--- src/rtl/ps2_kbd_rx.sv ---
// ps2_kbd_rx: PS/2 keyboard receiver. Synchronizes and filters the PS/2 lines,
//   deframes 11-bit frames (start, 8 data LSB first, odd parity, stop) into bytes,
//   and strips scan-code-set-2 prefixes (E0 ext, F0 break, E1 pause) into key events.
// Latency: line fall to bit event 2+FILTER cycles; rx_strobe/rx_error the cycle after
//   the stop-bit event; key_strobe one cycle after rx_strobe. No backpressure.
// Ports: clk/reset (sync, active-high); ps2_clk/ps2_data async inputs;
//   rx_byte/rx_strobe/rx_error byte interface; key_code/key_ext/key_released/key_strobe.
module ps2_kbd_rx #(
  parameter int FILTER  = 4,
  parameter int TO_BITS = 16
) (
  input  logic       clk,
  input  logic       reset,
  input  logic       ps2_clk,
  input  logic       ps2_data,
  output logic [7:0] rx_byte,
  output logic       rx_strobe,
  output logic       rx_error,
  output logic [7:0] key_code,
  output logic       key_ext,
  output logic       key_released,
  output logic       key_strobe
);

  localparam int FW = $clog2(FILTER + 1);

  typedef enum logic [1:0] {S_IDLE, S_DATA, S_PARITY, S_STOP} state_t;

  state_t             state_q, state_d;
  logic               clk_s1_q, clk_s1_d, clk_s2_q, clk_s2_d;
  logic               dat_s1_q, dat_s1_d, dat_s2_q, dat_s2_d;
  logic               filt_q, filt_d;
  logic [FW-1:0]      filt_cnt_q, filt_cnt_d;
  logic [TO_BITS-1:0] to_cnt_q, to_cnt_d;
  logic [2:0]         bit_cnt_q, bit_cnt_d;
  logic [7:0]         shreg_q, shreg_d;
  logic               par_acc_q, par_acc_d;
  logic               par_ok_q, par_ok_d;
  logic [7:0]         rx_byte_q, rx_byte_d;
  logic               rx_strobe_q, rx_strobe_d;
  logic               rx_error_q, rx_error_d;
  logic               ext_q, ext_d, rel_q, rel_d;
  logic [2:0]         skip_q, skip_d;
  logic [7:0]         key_code_q, key_code_d;
  logic               key_ext_q, key_ext_d, key_rel_q, key_rel_d;
  logic               key_strobe_q, key_strobe_d;
  logic               bit_evt, to_full, is_resp;

  always_comb begin
    state_d      = state_q;
    clk_s1_d     = ps2_clk;
    clk_s2_d     = clk_s1_q;
    dat_s1_d     = ps2_data;
    dat_s2_d     = dat_s1_q;
    filt_d       = filt_q;
    filt_cnt_d   = filt_cnt_q;
    to_cnt_d     = to_cnt_q;
    bit_cnt_d    = bit_cnt_q;
    shreg_d      = shreg_q;
    par_acc_d    = par_acc_q;
    par_ok_d     = par_ok_q;
    rx_byte_d    = rx_byte_q;
    rx_strobe_d  = 1'b0;
    rx_error_d   = 1'b0;
    ext_d        = ext_q;
    rel_d        = rel_q;
    skip_d       = skip_q;
    key_code_d   = key_code_q;
    key_ext_d    = key_ext_q;
    key_rel_d    = key_rel_q;
    key_strobe_d = 1'b0;
    bit_evt      = 1'b0;
    is_resp      = 1'b0;

    // Stability filter: a differing sample run must last FILTER cycles.
    if (clk_s2_q == filt_q) begin
      filt_cnt_d = '0;
    end else if (filt_cnt_q == FW'(FILTER - 1)) begin
      filt_d     = clk_s2_q;
      filt_cnt_d = '0;
      bit_evt    = filt_q;  // high-to-low flip of the filtered clock
    end else begin
      filt_cnt_d = filt_cnt_q + 1'b1;
    end

    // Saturating inter-edge counter; only acted on outside IDLE.
    to_full = &to_cnt_q;
    if (bit_evt) begin
      to_cnt_d = '0;
    end else if (!to_full) begin
      to_cnt_d = to_cnt_q + 1'b1;
    end

    case (state_q)
      S_IDLE: begin
        if (bit_evt && !dat_s2_q) begin
          state_d   = S_DATA;
          bit_cnt_d = '0;
          par_acc_d = 1'b1;
        end
      end
      S_DATA: begin
        if (bit_evt) begin
          shreg_d   = {dat_s2_q, shreg_q[7:1]};
          par_acc_d = par_acc_q ^ dat_s2_q;
          bit_cnt_d = bit_cnt_q + 1'b1;
          if (bit_cnt_q == 3'd7) state_d = S_PARITY;
        end
      end
      S_PARITY: begin
        if (bit_evt) begin
          par_ok_d = (par_acc_q == dat_s2_q);
          state_d  = S_STOP;
        end
      end
      default: begin
        if (bit_evt) begin
          if (dat_s2_q && par_ok_q) begin
            rx_byte_d   = shreg_q;
            rx_strobe_d = 1'b1;
          end else begin
            rx_error_d = 1'b1;
          end
          state_d = S_IDLE;
        end
      end
    endcase

    // A bit event in the same cycle wins over the timeout.
    if (state_q != S_IDLE && !bit_evt && to_full) begin
      rx_error_d = 1'b1;
      state_d    = S_IDLE;
    end

    case (rx_byte_q)
      8'h00, 8'hAA, 8'hEE, 8'hFA, 8'hFC, 8'hFD, 8'hFE, 8'hFF: is_resp = 1'b1;
      default: is_resp = 1'b0;
    endcase

    if (rx_error_q) begin
      ext_d  = 1'b0;
      rel_d  = 1'b0;
      skip_d = '0;
    end else if (rx_strobe_q) begin
      if (skip_q != 3'd0) begin
        skip_d = skip_q - 1'b1;
      end else if (rx_byte_q == 8'hE1) begin
        skip_d = 3'd7;  // rest of the 8-byte Pause make sequence
        ext_d  = 1'b0;
        rel_d  = 1'b0;
      end else if (rx_byte_q == 8'hE0) begin
        ext_d = 1'b1;
      end else if (rx_byte_q == 8'hF0) begin
        rel_d = 1'b1;
      end else if (!ext_q && !rel_q && is_resp) begin
        // keyboard command response, not a key
      end else begin
        key_code_d   = rx_byte_q;
        key_ext_d    = ext_q;
        key_rel_d    = rel_q;
        key_strobe_d = 1'b1;
        ext_d        = 1'b0;
        rel_d        = 1'b0;
      end
    end
  end

  always_ff @(posedge clk) begin
    if (reset) begin
      state_q      <= S_IDLE;
      clk_s1_q     <= 1'b1;
      clk_s2_q     <= 1'b1;
      dat_s1_q     <= 1'b1;
      dat_s2_q     <= 1'b1;
      filt_q       <= 1'b1;
      filt_cnt_q   <= '0;
      to_cnt_q     <= '0;
      bit_cnt_q    <= '0;
      shreg_q      <= '0;
      par_acc_q    <= 1'b0;
      par_ok_q     <= 1'b0;
      rx_byte_q    <= '0;
      rx_strobe_q  <= 1'b0;
      rx_error_q   <= 1'b0;
      ext_q        <= 1'b0;
      rel_q        <= 1'b0;
      skip_q       <= '0;
      key_code_q   <= '0;
      key_ext_q    <= 1'b0;
      key_rel_q    <= 1'b0;
      key_strobe_q <= 1'b0;
    end else begin
      state_q      <= state_d;
      clk_s1_q     <= clk_s1_d;
      clk_s2_q     <= clk_s2_d;
      dat_s1_q     <= dat_s1_d;
      dat_s2_q     <= dat_s2_d;
      filt_q       <= filt_d;
      filt_cnt_q   <= filt_cnt_d;
      to_cnt_q     <= to_cnt_d;
      bit_cnt_q    <= bit_cnt_d;
      shreg_q      <= shreg_d;
      par_acc_q    <= par_acc_d;
      par_ok_q     <= par_ok_d;
      rx_byte_q    <= rx_byte_d;
      rx_strobe_q  <= rx_strobe_d;
      rx_error_q   <= rx_error_d;
      ext_q        <= ext_d;
      rel_q        <= rel_d;
      skip_q       <= skip_d;
      key_code_q   <= key_code_d;
      key_ext_q    <= key_ext_d;
      key_rel_q    <= key_rel_d;
      key_strobe_q <= key_strobe_d;
    end
  end

  assign rx_byte      = rx_byte_q;
  assign rx_strobe    = rx_strobe_q;
  assign rx_error     = rx_error_q;
  assign key_code     = key_code_q;
  assign key_ext      = key_ext_q;
  assign key_released = key_rel_q;
  assign key_strobe   = key_strobe_q;

endmodule

--- config.mk ---
export PLATFORM = sky130hd
export DESIGN_NAME = ps2_kbd_rx
export DESIGN_NICKNAME = d
export VERILOG_FILES = /design/src/rtl/ps2_kbd_rx.sv
export SDC_FILE = /design/constraint.sdc
export NUM_CORES = 1
export LEC_CHECK = 0
export ABC_AREA = 1
export CAP_MARGIN = 20
export CORE_AREA = 2 2 92 94
export DETAILED_ROUTE_END_ITERATION = 8
export DIE_AREA = 0 0 94 96
export PLACE_DENSITY = 0.68
export SLEW_MARGIN = 20
export SYNTH_ARGS = -nofsm -noshare
export SYNTH_HDL_FRONTEND = slang
export SYNTH_SLANG_ARGS = --single-unit
export TNS_END_PERCENT = 50
--- constraint.sdc ---
create_clock -name clk -period 1.6 [get_ports clk]
set_input_delay 0.24 -clock clk [delete_from_list [all_inputs] [get_ports clk]]
set_output_delay 0.24 -clock clk [all_outputs]
set_load 0.05 [all_outputs]
==> impl_results.md, run 1 <==
* GRT Util Overall at 0.146
* Final setup fails at 1
* Slew Viols, Final at 0
* WL per Instance at 11.2 um
* Critical path class: flop to flop
* Min-delay src: clk_s1_q
* Hold_buf cts at 0
* Failing checks: setup timing
* DRC errors left at 0
* FMAX at between 600 and 700 MHz
* Core footprint at ~8100 um^2
* Syn Area/Cell at ~7.3 um^2
* HPWL Detailed at around 4.6 mm
* Max cap viols at 0
* Drt first-iter violations at roughly 110
* Max Used Layer: met4
* Hold Path Cell Cnt at 1
* Skew-Pair Late Insertion Delay at between 0.3 and 0.4 ns
* Row count at 33
* I/O pin total at 25
* Reg2reg start: to_cnt_q[1]
* Num CTS Buffers at 9
* Worst reg2reg setup slack at -0.0002 ns
* Startpoint types: flop
* FF-to-FF End: to_cnt_q[3]
* Slew headroom at 0.735
* Post-route total power at between 3 and 4 mW
* Unrepaired setup endpoints after global routing: true
* Routed WL at 6.66 mm
* R2R cell count at 10
* Antenna diode count at 0
* Leakage at about 1.7 nW
* Initial antenna violation count at 0
* Peak fanout along the critical path at 3
* Clock-pin slew on the worst setup and hold paths at around 0.08 ns
* Crit. End Element: flop
* Nets at approximately 500
* Synthesized flop and latch total at between 60 and 70
* Status: finished, violations left
* Area Growth Syn to Fin at 27.0%
* Cell Area, Synth at around 3100 um^2
* # H-tree levels at 3
* Sequential-to-total area share from yosys stat at 0.414
* Port Buf Inserts at 24
* Clock sink count at 65
* Mapped Cells at roughly 430
* Final Hold Viols at 0
* Worst Hold Path EP: clk_s2_q
* Power per cell area at 780 nW/um^2
* Die Wd at 94 um
* Most frequent cells in the layout: nand2_1 (74), inv_1 (55), dfxtp_1 (51), buf_4 (51), nor2_1 (36)
* Post-synth cell types at 34
* Final worst slack at -0.000230 ns
* Peak supply drop at ~640 uV
* Placed Area at between 3000 and 4000 um^2
* Layout cell share with drive strength beyond 1 at 0.305
* Die ar. at between 9000 and 10000 um^2
* First-pass DRT Iterations at 4
* Fin crit share at 1.00
* Fin Clk Skew at ~0.0099 ns
* Min cycle time layout at 1.60 ns
* Vias in the first global route at 2507
* Die height at roughly 96 um
* Worst-margin pin slew at approximately 0.39 ns
* Initial core utilization at 0.390
* Antenna-violating nets left at 0
* Vias per cell at 4.71
* Clock Path Buffers at 2
* Fin area at approximately 4000 um^2
* Synth warnings at 0
* First-pass GRT wire length at roughly 11 mm
* Post-synthesis net count at between 400 and 500
* Clk root buf: clkbuf_8
* Worst path arrival time at 1.88 ns
* M1 WL at between 3 and 4 mm
* Routability-driven placement congestion ratio at between 0.8 and 0.9
* Overflow after GRT at 0
* CTS tree: yes
* Met3 Routed Length at roughly 270 um
* Met2 Wirelength at ~3.2 mm
* Most common cell after layout, fill and taps aside: nand2_1
* Hold crit path type: flop to flop
* Vias after detailed routing at about 2.8k
* WP data required at between 1.5 and 2 ns
* Largest net degree at the start of global routing at 20
-- flip-flops by register name, indices dropped and copies added (netlist names), 2 cells and up --
name	cells
to_cnt_q	16
key_code	8
rx_byte	8
shreg_q	8
bit_cnt_q	3
filt_cnt_q	3
skip_q	3
state_q	2
-- through the flow --
step	hold WS [ns]	TNS [ns]	cells	utilization	setup WS, ns
2_1_floorplan	0.344	0	429	-	0.0520
3_3_place_gp	0.394	0	567	0.442	0.0386
3_5_place_dp	0.401	-0.00247	567	0.442	-0.00219
4_1_cts	0.418	0	583	0.468	0.00103
5_1_grt	0.442	-0.791	596	0.495	-0.101
6_report	0.416	-0.000230	596	0.495	-0.000230
-- timing repair --
item,4_1_cts,5_1_grt
gates resized for setup,4,39
endpoints found under the setup margin,3,34
setup buffers,0,12
pin swaps,0,11
cloned,0,1
-- cell usage after synthesis (all sizes together) --
cell	instances	share of area
nand2	94	0.12
inv	70	0.084
dfxtp	65	0.41
nor2	45	0.065
a21oi	33	0.054
o21ai	30	0.048
nand3	24	0.043
nand4	14	0.028
ha	12	0.048
nor3	8	0.016
or2	7	0.014
clkbuf	6	0.0072
buf	5	0.013
xnor2	4	0.011
a31oi	2	0.0040
nand3b	2	0.0048
a21boi	1	0.0024
and3	1	0.0020
o211a	1	0.0032
o211ai	1	0.0024
o21a	1	0.0024
o21bai	1	0.0060
o31ai	1	0.0024
xor2	1	0.0028
-- worst max-delay path: stages (launching register included) --
cell and delay [ns]:
dfxtp_2 0.36, ha_4 0.15, nand2_4 0.06, nor2_4 0.15, nand3_4 0.09, nor2_4 0.16
nand2_4 0.08, nor2_4 0.14, buf_4 0.14, o21ai_1 0.06, a21oi_1 0.13
-- area by class of cell --
class / instances / area [um^2]
clock buffer: 9 / 124
sequential: 65 / 1320
inverter: 70 / 265
multi-input combinational: 284 / 1640
tap: 105 / 131
fill: 777 / 4060
clock inverter: 7 / 71.3
timing repair buffer: 56 / 435
-- logic make-up (layout without fill, tap and decap cells) --
group,Yosys count,count (layout),synth area share
buffers and inverters,81,142,0.104
XOR/XNOR,5,5,0.0139
AO/OA/AOI/OAI,71,71,0.124
flip-flops,65,65,0.414
adder cells (fa/ha/maj),12,12,0.0478
AND/OR/NAND/NOR,195,196,0.296
-- worst max-delay path by stage --
stage,startpoint,to,slack (ns),depth (start not counted)
2_1_floorplan,filt_cnt_q[0],rx_byte[6],0.05,8
3_3_place_gp,to_cnt_q[1],to_cnt_q[2],0.04,10
3_5_place_dp,filt_cnt_q[0],bit_cnt_q[0],-0.002,11
4_1_cts,to_cnt_q[1],to_cnt_q[5],0.001,11
5_1_grt,to_cnt_q[1],to_cnt_q[5],-0.10,11
6_report,to_cnt_q[1],to_cnt_q[3],-0.0002,10
-- power by group --
group	internal, mW	switching (mW)	total, mW
Combinational	0.0423	0.0496	0.0919
Sequential	1.63	0.0109	1.64
Clock	0.715	0.665	1.38
-- metal layers --
metal | up-vias | track usage
met2 | 52 | 0.246
met4 | 0 | 0.0592
met3 | 12 | 0.0407
li1 | 1485 | -
met5 | - | 0
met1 | 1261 | 0.177
Note: power is estimated with default switching activity, not from simulation.
==> run 2, diff against run 1 <==
Settings changed: CORE_AREA 2 2 92 94 to 8 8 98 100, DIE_AREA 0 0 94 96 to 0 0 106 108, TNS_END_PERCENT 50 to 1.
==> run 2 against run 1 <==
Against the previous run: the flow still finishes with violations (setup timing); combinational power fell by 5.5%; routed wire length rose by 0.26%; total power rose by 5.2%; register-to-register slack got worse by 0.02 ns; cell area fell by 2.1%; non-clock buffer count fell by 9; first-iteration DRC count fell by 34%; fmax fell by 1.5%; global-route usage fell by 1.9 points; critical path type unchanged; highest routed layer unchanged.
==> impl_results.md, run 2 (synthesis results as in run 1) <==
* Routability-driven placement congestion ratio at 0.818 (was 0.875)
* Failing checks: setup timing (unchanged)
* Vias per cell at 4.75 (was 4.71)
* HPWL Detailed at 4.80 mm (was 4.63 mm)
* First-pass DRT Iterations at 4 (unchanged)
* Most frequent cells in the layout: nand2_1 (78), inv_1 (56), dfxtp_1 (53), buf_4 (44), nor2_1 (36) (was nand2_1 (74), inv_1 (55), dfxtp_1 (51), buf_4 (51), nor2_1 (36))
* Slew headroom at 0.756 (was 0.735)
* Status: finished, violations left (unchanged)
* Die height at 108 um (was 96 um)
* Startpoint types: flop (unchanged)
* Vias in the first global route at 2842 (was 2507)
* Post-route total power at 3.27 mW (was 3.11 mW)
* Final worst slack at -0.0249 ns (was -0.000230 ns)
* Initial core utilization at 0.390 (unchanged)
* Clk root buf: clkbuf_8 (unchanged)
* Port Buf Inserts at 24 (unchanged)
* Worst reg2reg setup slack at -0.02 ns (was -0.0002 ns)
* Min cycle time layout at 1.62 ns (was 1.60 ns)
* WP data required at 1.89 ns (was 1.87 ns)
* Fin Clk Skew at 0.00949 ns (was 0.00988 ns)
* Cell mode on critical path: nor2_4 (unchanged)
* Critical path class: flop to flop (unchanged)
* Worst path arrival time at 1.92 ns (was 1.88 ns)
* Worst Setup EP: to_cnt_q[5] (was to_cnt_q[3])
* Largest net degree at the start of global routing at 20 (unchanged)
* Unrepaired setup endpoints after global routing: true (unchanged)
* Num CTS Buffers at 9 (unchanged)
* Clock Path Buffers at 2 (unchanged)
* Reg with most FFs: to_cnt_q (unchanged)
* Worst-margin pin slew at 0.362 ns (was 0.395 ns)
* Slew Viols, Final at 0 (unchanged)
* GRT Util Overall at 0.127 (was 0.146)
* Nets at 492 (was 502)
* Crit path from: to_cnt_q[1] (unchanged)
* Largest register FFs at 16 (unchanged)
* Layout cell share with drive strength beyond 1 at 0.272 (was 0.305)
* Core footprint at 8050 um^2 (unchanged)
* I/O pin total at 25 (unchanged)
* Row count at 33 (unchanged)
* Routed WL at 6.68 mm (was 6.66 mm)
* Antenna diode count at 0 (unchanged)
* Dominant delay contributor by cell family on the critical path: simple AND/OR/NAND/NOR gates (unchanged)
* Area Growth Syn to Fin at 24.4% (was 27.0%)
* DRC errors left at 0 (unchanged)
* FMAX at 615 MHz (was 625 MHz)
* FF-to-FF End: to_cnt_q[5] (was to_cnt_q[3])
* Vias after detailed routing at 2782 (was 2810)
* Peak supply drop at 425 uV (was 637 uV)
* First-pass GRT wire length at 12.1 mm (was 10.6 mm)
* Final setup fails at 2 (was 1)
* Initial antenna violation count at 0 (unchanged)
* Peak fanout along the critical path at 4 (was 3)
* Critical path depth in cells at 11 (was 10)
* WL per Instance at 11.4 um (was 11.2 um)
* Hold_buf cts at 0 (unchanged)
* CTS tree: yes (unchanged)
* Most common cell after layout, fill and taps aside: nand2_1 (unchanged)
* Overflow after GRT at 0 (unchanged)
* Die ar. at 11400 um^2 (was 9020 um^2)
* Power per cell area at 838 nW/um^2 (was 780 nW/um^2)
* Sum of buffers and inverters on the critical path at 1 (unchanged)
* Core Util, Final at 0.485 (was 0.495)
* R2R cell count at 11 (was 10)
* CP max stage delay at 0.37 ns (was 0.36 ns)
* Crit. End Element: flop (unchanged)
* # H-tree levels at 3 (unchanged)
* Worst path cell trace: ha_4 -> nand2_4 -> nor2_4 -> nand3_4 -> nor2_4 -> nand2_4 -> nor2_4 -> inv_2 -> nand2_1 -> nand2_1 -> a21oi_2 (was ha_4 -> nand2_4 -> nor2_4 -> nand3_4 -> nor2_4 -> nand2_4 -> nor2_4 -> buf_4 -> o21ai_1 -> a21oi_1)
* Clock sink count at 65 (unchanged)
* Antenna-violating nets left at 0 (unchanged)
* Drt first-iter violations at 75 (was 113)
* Die Wd at 106 um (was 94 um)
* Clock-pin slew on the worst setup and hold paths at 0.08 ns (about the same)
* Reg2reg start: to_cnt_q[1] (unchanged)
* Leakage at 1.67 nW (was 1.71 nW)
* Hold crit path type: flop to flop (unchanged)
* Critical Path Slowest Stage Cell: dfxtp_4 (was dfxtp_2)
* Final Hold Viols at 0 (unchanged)
* Max cap viols at 0 (unchanged)
* Skew-Pair Late Insertion Delay at 0.35 ns (was 0.34 ns)
* Fin crit share at 1.02 (was 1.00)
==> run 2: timing repair <==
action / in CTS / in global routing
pin swaps: 0 / 11
buffers inserted: 0 / 5
resized for setup: 8 / 23
setup endpoints to repair: 6 / 38
==> run 2: power breakdown <==
| part | switching (mW) | internal [mW] | leakage, nW |
|---|---|---|---|
| logic | 0.0481 | 0.0387 | 1.03 |
| registers | 0.0111 | 1.63 | 0.531 |
| clock network | 0.672 | 0.876 | 0.109 |
| total | 0.731 | 2.54 | 1.67 |
==> run 2: final cells by class <==
cell class                 count  area, um^2
timing repair buffer          47         360
sequential                    65        1320
clock buffer                   9         124
tap                          105         131
inverter                      70         265
clock inverter                 7        95.1
fill                         787        4150
multi-input combinational    283        1610
==> run 2: routing by layer <==
layer	part of all wire	GRT usage	up-vias
li1	-	-	1465
met1	0.45	0.141	1262
met5	0	0	-
met3	0.047	0.0357	11
met4	0.024	0.0744	0
met2	0.48	0.216	44
==> run 2: stage by stage <==
stage                     cells  setup slack (ns)  setup TNS (ns)  hold slack (ns)  cell area, um^2
after floorplan             429            0.0520               0            0.344             3150
after global placement      565            0.0400               0            0.395             3540
after detailed placement    565           -0.0569         -0.0569            0.397             3540
after CTS                   581           -0.0153         -0.0153            0.414             3790
after global routing        586            -0.147           -1.00            0.433             3910
final                       586           -0.0249         -0.0289            0.412             3910
==> run 2: worst min-delay path by stage <==
stage,from,endpoint,slack [ns],cells after the start
after floorplan,ps2_clk,clk_s1_q,0.34,1
after global placement,dat_s1_q,dat_s2_q,0.39,1
after detailed placement,clk_s1_q,clk_s2_q,0.40,1
after CTS,clk_s1_q,clk_s2_q,0.41,1
after global routing,clk_s1_q,clk_s2_q,0.43,1
final,dat_s1_q,dat_s2_q,0.41,1
